[config.mk]
export PLATFORM = sky130hd
export DESIGN_NAME = desc_sched
export DESIGN_NICKNAME = d
export VERILOG_FILES = /design/src/rtl/desc_sched.sv
export SDC_FILE = /design/constraint.sdc
export NUM_CORES = 1
export LEC_CHECK = 0
export BUFFER_PORTS_ARGS = -buffer_cell sky130_fd_sc_hd__buf_2
export CORE_MARGIN = 10
export CORE_UTILIZATION = 40
export DETAILED_ROUTE_END_ITERATION = 8
export SLEW_MARGIN = 20
export SYNTH_ARGS = -nofsm -noshare
export SYNTH_HDL_FRONTEND = slang
export SYNTH_SLANG_ARGS = --single-unit
[constraint.sdc]
create_clock -name user_clk -period 4.83 [get_ports user_clk]
set_input_delay 0.483 -clock user_clk [delete_from_list [all_inputs] [get_ports user_clk]]
set_output_delay 0.483 -clock user_clk [all_outputs]
set_load 0.01 [all_outputs]
[src/rtl/desc_sched.sv]
// ---------------------------------------------------------------------------
// desc_sched
//   Per-queue descriptor credit counters feeding a round-robin grant
//   scheduler. Credits add to a queue's count and each accepted grant
//   consumes one descriptor. A queue clear zeroes the count and withdraws
//   an outstanding grant to that queue.
//
//   Optional feature: define DESC_SCHED_SAT_EN to clamp the counters at
//   2^DESC_CNT_WIDTH-1. Without it the counters wrap.
//
// Ports
//   user_clk      in   clock, rising edge
//   user_reset_n  in   asynchronous active-low reset
//   cred_vld      in   credit update strobe
//   cred_qid      in   queue receiving credits
//   cred_val      in   number of descriptors added
//   clr_vld       in   queue clear strobe
//   clr_qid       in   queue to clear
//   gnt_vld       out  grant offered (registered)
//   gnt_qid       out  granted queue (registered)
//   gnt_rdy       in   consumer accepts grant
//   q_cnt         out  packed counters, queue 0 in LSBs
//   q_rdy         out  per-queue non-zero flag
// ---------------------------------------------------------------------------
module desc_sched #(
    parameter int NUM_Q            = 4,
    parameter int QID_WIDTH        = 2,
    parameter int DESC_CNT_WIDTH   = 16,
    parameter int DESC_AVAIL_WIDTH = 8
) (
    input  logic                              user_clk,
    input  logic                              user_reset_n,
    input  logic                              cred_vld,
    input  logic [QID_WIDTH-1:0]              cred_qid,
    input  logic [DESC_AVAIL_WIDTH-1:0]       cred_val,
    input  logic                              clr_vld,
    input  logic [QID_WIDTH-1:0]              clr_qid,
    output logic                              gnt_vld,
    output logic [QID_WIDTH-1:0]              gnt_qid,
    input  logic                              gnt_rdy,
    output logic [NUM_Q*DESC_CNT_WIDTH-1:0]   q_cnt,
    output logic [NUM_Q-1:0]                  q_rdy
);

    localparam int unsigned NQ = NUM_Q;

    typedef enum logic {
        IDLE,
        GRANT
    } state_t;

    state_t                      state;
    state_t                      state_nxt;
    logic [DESC_CNT_WIDTH-1:0]   cnt     [NUM_Q];
    logic [DESC_CNT_WIDTH-1:0]   cnt_nxt [NUM_Q];
    logic [QID_WIDTH-1:0]        last_qid;
    logic [QID_WIDTH-1:0]        last_qid_nxt;
    logic [QID_WIDTH-1:0]        gnt_qid_nxt;
    logic                        gnt_vld_nxt;
    logic [NUM_Q-1:0]            clr_hit;
    logic [NUM_Q-1:0]            inc_hit;
    logic [NUM_Q-1:0]            dec_hit;
    logic [NUM_Q-1:0]            elig;
    logic                        withdraw;
    logic                        accept;
    logic                        sel_found;
    logic [QID_WIDTH-1:0]        sel_qid;

`ifdef DESC_SCHED_SAT_EN
    localparam int SW = DESC_CNT_WIDTH + 1;
    logic [DESC_CNT_WIDTH:0]     sum [NUM_Q];
`else
    localparam int SW = DESC_CNT_WIDTH;
    logic [DESC_CNT_WIDTH-1:0]   sum [NUM_Q];
`endif

    // A clear of the granted queue beats a same-cycle accept.
    assign withdraw = (state == GRANT) && clr_vld && (clr_qid == gnt_qid);
    assign accept   = (state == GRANT) && gnt_vld && gnt_rdy && !withdraw;

    always_comb begin
        for (int unsigned i = 0; i < NQ; i++) begin
            clr_hit[i] = clr_vld  && (clr_qid  == QID_WIDTH'(i));
            inc_hit[i] = cred_vld && (cred_qid == QID_WIDTH'(i));
            dec_hit[i] = accept && (gnt_qid == QID_WIDTH'(i)) && (cnt[i] != '0);
            elig[i]    = (cnt[i] != '0) && !clr_hit[i];
        end
    end

    // Counter arithmetic; inc and dec together give count + val - 1.
    always_comb begin
        for (int unsigned i = 0; i < NQ; i++) begin
            sum[i] = SW'(cnt[i])
                   + (inc_hit[i] ? SW'(cred_val) : '0)
                   - (dec_hit[i] ? SW'(1)        : '0);
`ifdef DESC_SCHED_SAT_EN
            cnt_nxt[i] = sum[i][DESC_CNT_WIDTH] ? '1 : sum[i][DESC_CNT_WIDTH-1:0];
`else
            cnt_nxt[i] = sum[i];
`endif
            if (clr_hit[i]) begin
                cnt_nxt[i] = '0;
            end
        end
    end

    // Round-robin pick: first eligible queue strictly after last_qid.
    always_comb begin
        sel_found = 1'b0;
        sel_qid   = '0;
        for (int unsigned k = 1; k <= NQ; k++) begin
            int unsigned idx;
            idx = (int'(last_qid) + k) % NQ;
            if (!sel_found && elig[QID_WIDTH'(idx)]) begin
                sel_found = 1'b1;
                sel_qid   = QID_WIDTH'(idx);
            end
        end
    end

    // State register, registered grant outputs and counters.
    always_ff @(posedge user_clk or negedge user_reset_n) begin
        if (!user_reset_n) begin
            state    <= IDLE;
            gnt_vld  <= 1'b0;
            gnt_qid  <= '0;
            last_qid <= QID_WIDTH'(NUM_Q - 1);
            for (int unsigned i = 0; i < NQ; i++) begin
                cnt[i] <= '0;
            end
        end else begin
            state    <= state_nxt;
            gnt_vld  <= gnt_vld_nxt;
            gnt_qid  <= gnt_qid_nxt;
            last_qid <= last_qid_nxt;
            for (int unsigned i = 0; i < NQ; i++) begin
                cnt[i] <= cnt_nxt[i];
            end
        end
    end

    // Next-state logic.
    always_comb begin
        state_nxt = state;
        case (state)
            IDLE:    state_nxt = sel_found ? GRANT : IDLE;
            GRANT:   state_nxt = (withdraw || accept) ? IDLE : GRANT;
            default: state_nxt = IDLE;
        endcase
    end

    // Output logic: next values of the registered grant and last_qid.
    always_comb begin
        gnt_vld_nxt  = gnt_vld;
        gnt_qid_nxt  = gnt_qid;
        last_qid_nxt = last_qid;
        case (state)
            IDLE: begin
                gnt_vld_nxt = sel_found;
                if (sel_found) begin
                    gnt_qid_nxt = sel_qid;
                end
            end
            GRANT: begin
                if (withdraw) begin
                    gnt_vld_nxt = 1'b0;
                end else if (accept) begin
                    gnt_vld_nxt  = 1'b0;
                    last_qid_nxt = gnt_qid;
                end
            end
            default: gnt_vld_nxt = 1'b0;
        endcase
    end

    always_comb begin
        for (int unsigned i = 0; i < NQ; i++) begin
            q_cnt[i*DESC_CNT_WIDTH +: DESC_CNT_WIDTH] = cnt[i];
            q_rdy[i] = (cnt[i] != '0);
        end
    end

endmodule
==> metrics.log, run 1 <==
[metrics] status: completed
[metrics] total area of multi-input combinational cells: approximately 4000 um2
[metrics] Setup crit end kind: flip-flop
[metrics] slew of the pin with the lowest slew margin: 1.094 ns
[metrics] max capacitance violation total: 0
[metrics] commonest non-fill, non-tap cell in the layout: sky130_fd_sc_hd__inv_1
[metrics] fraction of the yosys area taken by sequential cells: 27.92%
[metrics] WP depth: 15
[metrics] number of antenna violations at the first check in global routing: 0
[metrics] total gr overflow: 0
[metrics] share of synthesized registers carrying an async set or reset: 100.0%
[metrics] r2r worst-path depth: 15
[metrics] setup slack, reg-to-reg: 0.92 ns
[metrics] root buffer cell: sky130_fd_sc_hd__clkbuf_16
[metrics] number of nets at the end of the flow: 975
[metrics] Clock Skews: 0.006833 ns
[metrics] Die Area: 21120 um2
[metrics] average cell area after synthesis: ~8.3 um2
[metrics] number of ports placed on the die boundary: ~90
[metrics] commonest cells after routing, fill and taps aside: 138 x sky130_fd_sc_hd__inv_1, 108 x sky130_fd_sc_hd__ha_1, 86 x sky130_fd_sc_hd__buf_2
[metrics] flip-flop and latch count after synthesis: 70
[metrics] achievable frequency: 256.0 MHz
[metrics] cell type of the slowest stage on the worst timing path: sky130_fd_sc_hd__a2111oi_0
[metrics] average wire per cell in the routed design: 15.22 um
[metrics] first-pass iteration count of the detailed router: 4
[metrics] initial core utilization: 41.02%
[metrics] count of instances resized after the clock tree is built: 0
[metrics] Layout Area Growth over Synthesis: 15.18%
[metrics] Finish-stage setup viols: 0
[metrics] CTS tree: done
[metrics] Final Critical Period: roughly 3.9 ns
[metrics] Yosys Warn Count: 0
[metrics] number of buffers added for setup after CTS: 0
[metrics] first-pass GRT wire length: 26990 um
[metrics] all-layer global routing usage: 15.39%
[metrics] final setup TNS: 0 ns
[metrics] final hold slack: 0.3068 ns
[metrics] clk sink count: 70
[metrics] final cell count without fillers: 1061
[metrics] pin count of the biggest net entering global routing: 71
[metrics] largest delay contributor family on the critical path: compound AO/OA/AOI/OAI gates
[metrics] Hold-fix buffers, CTS: 0
[metrics] biggest cell delay along the critical path: 0.62 ns
[metrics] total standard cell area after synthesis: 6282 um2
[metrics] flip-flop cell with the highest count after synthesis: sky130_fd_sc_hd__dfrtp_1
[metrics] data arrival time of the critical path: just over 4 ns
[metrics] class of the tightest hold or removal check: in -> async
[metrics] number of global-route vias before repair: 5346
[metrics] total count of max-transition violations in the final report: 0
[metrics] overall via count from detail_route: 5273
[metrics] violation count after the first detailed-route iteration: a little over 300
[metrics] total wirelength of the detailed-routed design: 16150 um
[metrics] R2R Path Start: gnt_qid[1]
[metrics] width of the die: 145.3 um
[metrics] number of instances in the placed design: 1046
[metrics] synthesized instance count: 754
[metrics] number of vias per cell after detailed routing: 4.970
[metrics] count of buffering cells on the critical path with inverters included: 1
[metrics] fraction of final layout cells with drive strength greater than 1: 13.76%
[metrics] post-placement cell area: 6967 um2
[metrics] Hold Violations, Final: 0
[metrics] number of rows in the core area: 45
[metrics] fill cell total of the finished layout: 1606
[metrics] critical register-to-register path endpoint: q_cnt[14]
[metrics] clock insertion delay at the later pin of the skew report: 0.34 ns
[metrics] required time at the worst-slack endpoint: approximately 5.0 ns
[metrics] Post-synth EDFFs: 0
[metrics] number of clock buffers inserted by TritonCTS: 9
[metrics] net count after synthesis: 883
[metrics] category of the worst setup path launch point: flip-flop
[metrics] Max-Slew Margin vs Limit: 26.77%
[metrics] Final Instance Area: 7236 um2
[metrics] kind of critical path: reg -> reg
[metrics] count of port buffers added during placement: 87
[metrics] Inserted Diodes: 0
[metrics] maximum fanout count along the critical path: 8
[metrics] floorplan die height: 145.3 um
[metrics] Tcrit/Tclk final: between 80% and 90%
[metrics] Clock transition at path regs: 0.06 ns
[metrics] CTS H-Tree Depth: 3
[metrics] core area: 15310 um2
[metrics] number of routed nets with antenna violations: 0
[metrics] # DRC: 0
[metrics] CP Cell Sequence: xnor2_1 > nand3_1 > nand2_1 > nor2_1 > nor4bb_1 > ha_1 > inv_1 > ha_1 > fa_1 > a21oi_1 > o21ai_0 > a2111oi_0 > o41ai_1 > xnor2_1 > nor2_1
[metrics] Synth cell types: 54
[metrics] unrepaired setup endpoints after global routing: false
[metrics] Detailed Place HPWL: 12970 um
[metrics] Max clock buf depth: 2
[metrics] global placement routability congestion: 0.8642
[metrics] area used by sequential logic in the layout: 1754 um2
[metrics by stage]
stage                     util [%]  worst slack, ns
after floorplan                  -            1.285
after global placement       45.49           0.8390
after detailed placement     45.49           0.8274
after CTS                    47.25           0.9069
after global routing         47.25           0.4413
final                        47.25           0.9233
[layout make-up]
class,count,share of cell area (%)
clock buffer,14,3.649
clock inverter,1,0.06917
multi-input combinational,538,54.97
sequential,70,24.24
tap,211,3.649
timing repair buffer,89,6.260
inverter,138,7.159
[cells in the mapped netlist, drive strengths merged, types with 6 or more instances]
cell type / number / share of area (%)
inv: 138 / 8.2
ha: 108 / 22
nor2: 76 / 4.5
nand2: 70 / 4.2
dfrtp: 68 / 27
a21oi: 55 / 4.4
xnor2: 25 / 3.5
xor2: 20 / 2.8
o21ai: 19 / 1.5
a21o: 16 / 1.9
nor3: 15 / 1.2
o21bai: 13 / 1.6
a211oi: 9 / 1.1
and2: 8 / 0.80
nand3: 8 / 0.64
clkbuf: 7 / 0.42
nor4: 6 / 0.60
o211ai: 6 / 0.72
[logic make-up (layout without fill, tap and decap cells)]
kind of cell             count (synthesis)  after routing  synth area share (%)
AO/OA/AOI/OAI                          146            146                 15.77
adder cells (fa/ha/maj)                112            112                 22.78
XOR/XNOR                                45             45                 6.274
flip-flops                              70             70                 27.92
buffers and inverters                  146            242                 8.843
multiplexers                             6              6                 1.016
AND/OR/NAND/NOR                        229            229                 17.39
[state kept, by name (all words and copies together), names as in the netlist]
signal    flops
state         1
gnt_vld       1
gnt_qid       2
last_qid      2
q_cnt        64
[layer usage]
metal / share of wire, % / track usage, % / vias to the layer above
met1: 49 / 19.87 / 2454
li1: - / - / 2728
met3: 3.6 / 2.887 / 12
met5: 0 / 0 / -
met2: 47 / 25.53 / 79
met4: 1.1 / 4.499 / 0
[how the worst max path moves through the flow]
| stage | start | to | slack, ns |
|---|---|---|---|
| floorplan | clr_qid[0] | q_cnt[30] | 1.28 |
| global placement | clr_qid[1] | q_cnt[62] | 0.84 |
| detailed placement | clr_qid[1] | q_cnt[14] | 0.83 |
| CTS | gnt_qid[1] | q_cnt[14] | 0.91 |
| global route | gnt_qid[1] | q_cnt[62] | 0.44 |
| finish | gnt_qid[1] | q_cnt[14] | 0.92 |
Power of run 1 is left out: the tool's default activity adds up to more than one toggle a clock period on the data nets, which glitch-free logic cannot reach.
==> inputs of run 2 (changes only) <==
==> constraint.sdc (replaced) <==
create_clock -name user_clk -period 3.9 [get_ports user_clk]
set_input_delay 0.39 -clock user_clk [delete_from_list [all_inputs] [get_ports user_clk]]
set_output_delay 0.39 -clock user_clk [all_outputs]
set_load 0.01 [all_outputs]
==> run 2 against run 1 <==
Effect of this change:
- design area up 2.5%
- utilization up 1.2 points
- critical endpoint unchanged
- maximum frequency grew 6.4%
- global-route usage about the same
==> metrics.log, run 2 (synthesized netlist as in run 1, its figures left out) <==
[metrics] category of the worst setup path launch point: flip-flop (unchanged)
[metrics] total gr overflow: 0 (unchanged)
[metrics] CTS H-Tree Depth: 3 (unchanged)
[metrics] Max-Slew Margin vs Limit: 36.08% (was 26.77%)
[metrics] Tcrit/Tclk final: 94.15% (was 80.88%)
[metrics] r2r worst-path depth: 16 (was 15)
[metrics] max capacitance violation total: 0 (unchanged)
[metrics] cell type of the slowest stage on the worst timing path: sky130_fd_sc_hd__o41ai_1 (was sky130_fd_sc_hd__a2111oi_0)
[metrics] first-pass iteration count of the detailed router: 4 (unchanged)
[metrics] width of the die: 145.3 um (unchanged)
[metrics] achievable frequency: 272.3 MHz (was 256.0 MHz)
[metrics] Die Area: 21120 um2 (unchanged)
[metrics] commonest cells after routing, fill and taps aside: 138 x sky130_fd_sc_hd__inv_1, 108 x sky130_fd_sc_hd__ha_1, 86 x sky130_fd_sc_hd__buf_2 (unchanged)
[metrics] Clock Skews: 0.005872 ns (was 0.006833 ns)
[metrics] required time at the worst-slack endpoint: 4.13 ns (was 5.04 ns)
[metrics] total wirelength of the detailed-routed design: 15990 um (was 16150 um)
[metrics] Hold Violations, Final: 0 (unchanged)
[metrics] number of instances in the placed design: 1059 (was 1046)
[metrics] Inserted Diodes: 0 (unchanged)
[metrics] average wire per cell in the routed design: 14.86 um (was 15.22 um)
[metrics] floorplan die height: 145.3 um (unchanged)
[metrics] overall via count from detail_route: 5317 (was 5273)
[metrics] all-layer global routing usage: 15.41% (was 15.39%)
[metrics] Detailed Place HPWL: 12850 um (was 12970 um)
[metrics] CP Cell Sequence: xnor2_1 > nand3_1 > nand2_1 > nor2_2 > nor4bb_1 > ha_1 > inv_1 > ha_1 > fa_1 > a21oi_1 > o21ai_0 > a2111oi_1 > buf_4 > o41ai_1 > xnor2_1 > nor2_1 (was xnor2_1 > nand3_1 > nand2_1 > nor2_1 > nor4bb_1 > ha_1 > inv_1 > ha_1 > fa_1 > a21oi_1 > o21ai_0 > a2111oi_0 > o41ai_1 > xnor2_1 > nor2_1)
[metrics] Hold-fix buffers, CTS: 0 (unchanged)
[metrics] data arrival time of the critical path: 3.90 ns (was 4.12 ns)
[metrics] count of buffering cells on the critical path with inverters included: 2 (was 1)
[metrics] Finish-stage setup viols: 0 (unchanged)
[metrics] setup slack, reg-to-reg: 0.23 ns (was 0.92 ns)
[metrics] CTS tree: done (unchanged)
[metrics] # DRC: 0 (unchanged)
[metrics] total count of max-transition violations in the final report: 0 (unchanged)
[metrics] pin count of the biggest net entering global routing: 71 (unchanged)
[metrics] worst setup path startpoint: gnt_qid[0] (was gnt_qid[1])
[metrics] number of vias per cell after detailed routing: 4.941 (was 4.970)
[metrics] violation count after the first detailed-route iteration: 238 (was 304)
[metrics] number of routed nets with antenna violations: 0 (unchanged)
[metrics] class of the tightest hold or removal check: in -> async (unchanged)
[metrics] maximum fanout count along the critical path: 5 (was 8)
[metrics] final cell count without fillers: 1076 (was 1061)
[metrics] number of rows in the core area: 45 (unchanged)
[metrics] Layout Area Growth over Synthesis: 18.00% (was 15.18%)
[metrics] status: completed (unchanged)
[metrics] clk sink count: 70 (unchanged)
[metrics] commonest non-fill, non-tap cell in the layout: sky130_fd_sc_hd__inv_1 (unchanged)
[metrics] number of antenna violations at the first check in global routing: 0 (unchanged)
[metrics] core area: 15310 um2 (unchanged)
[metrics] kind of critical path: reg -> reg (unchanged)
[metrics] first-pass GRT wire length: 26830 um (was 26990 um)
[metrics] slew of the pin with the lowest slew margin: 0.9552 ns (was 1.094 ns)
[metrics] fraction of final layout cells with drive strength greater than 1: 16.53% (was 13.76%)
[metrics] met3 GRT Util: 3.136% (was 2.887%)
[metrics] global placement routability congestion: 0.8781 (was 0.8642)
[metrics] global routing's busiest layer: met2 (unchanged)
[metrics] Setup crit end kind: flip-flop (unchanged)
[metrics] Clock transition at path regs: 0.06 ns (about the same)
[metrics] biggest cell delay along the critical path: 0.49 ns (was 0.62 ns)
[metrics] initial core utilization: 41.02% (unchanged)
[metrics] WP depth: 16 (was 15)
[metrics] root buffer cell: sky130_fd_sc_hd__clkbuf_16 (unchanged)
[metrics] number of ports placed on the die boundary: 88 (unchanged)
[metrics] Final Critical Period: 3.672 ns (was 3.907 ns)
[metrics] unrepaired setup endpoints after global routing: true (was false)
[metrics] clock insertion delay at the later pin of the skew report: 0.35 ns (was 0.34 ns)
[metrics] Max clock buf depth: 2 (unchanged)
[metrics] global routing usage on met1: 20.10% (was 19.87%)
[metrics] number of clock buffers inserted by TritonCTS: 9 (unchanged)
[metrics] capture point of the worst path: q_cnt[14] (unchanged)
[metrics] number of nets at the end of the flow: 989 (was 975)
[metrics] number of flip-flops in the largest register: 64 (unchanged)
[metrics] R2R Path Start: gnt_qid[0] (was gnt_qid[1])
[metrics] number of global-route vias before repair: 5309 (was 5346)
[metrics] count of port buffers added during placement: 87 (unchanged)
[metrics] critical register-to-register path endpoint: q_cnt[14] (unchanged)
[metrics] met2 usage in global routing: 24.73% (was 25.53%)
[metrics] largest delay contributor family on the critical path: compound AO/OA/AOI/OAI gates (unchanged)
-- run 2: changes by cell type in the layout (fill, tap and decap cells not counted), moves of 3 or more --
cell                       delta
sky130_fd_sc_hd__nor4b_1      -4
sky130_fd_sc_hd__buf_4       +14
sky130_fd_sc_hd__clkinv_2     +3
sky130_fd_sc_hd__nor4b_2      +4
sky130_fd_sc_hd__clkbuf_1     -3
-- run 2: area by class of cell --
class                   count  area (um2)
clock inverters             4       20.02
fillers                  1566        7901
well taps                 211       264.0
multi-input cells         538        4033
repair buffers            103       558.0
flip-flops and latches     70        1754
inverters                 138       518.0
clock buffers              12       266.5
-- run 2: worst min-delay path by stage --
stage / cells after the start / slack [ns] / end
detailed placement: 2 / 0.55 / last_qid[0]
global route: 1 / 0.27 / q_cnt[10]
global placement: 2 / 0.56 / last_qid[0]
CTS: 1 / 0.24 / q_cnt[13]
floorplan: 0 / 0.09 / gnt_qid[0]
finish: 1 / 0.19 / q_cnt[10]
-- run 2: stage by stage --
| step | TNS (ns) | area, um2 | setup WS [ns] | utilization, % | hold slack (ns) |
|---|---|---|---|---|---|
| after CTS | 0 | 7357 | 0.07939 | 48.04 | 0.2413 |
| final | 0 | 7413 | 0.2282 | 48.41 | 0.1886 |
| after global placement | -0.009910 | 7064 | -0.009910 | 46.13 | 0.5605 |
| after floorplan | 0 | 6282 | 0.3746 | - | 0.09441 |
| after detailed placement | -0.02571 | 7064 | -0.02571 | 46.13 | 0.5501 |
| after global routing | -0.05329 | 7413 | -0.02907 | 48.41 | 0.2718 |
-- run 2: timing repair --
| action | CTS | global route |
|---|---|---|
| pin swaps | 0 | 1 |
| endpoints found under the hold margin | 0 | 0 |
| setup endpoints to repair | 1 | 9 |
| resized for setup | 1 | 10 |
| buffers inserted | 0 | 1 |
-- run 2: per-layer routing --
metal | vias up | wire length (um)
met4 | 0 | 279
met5 | - | 0
met3 | 17 | 783
met2 | 90 | 7265
met1 | 2451 | 7657
li1 | 2759 | -
Power of run 2 is left out for the same reason.
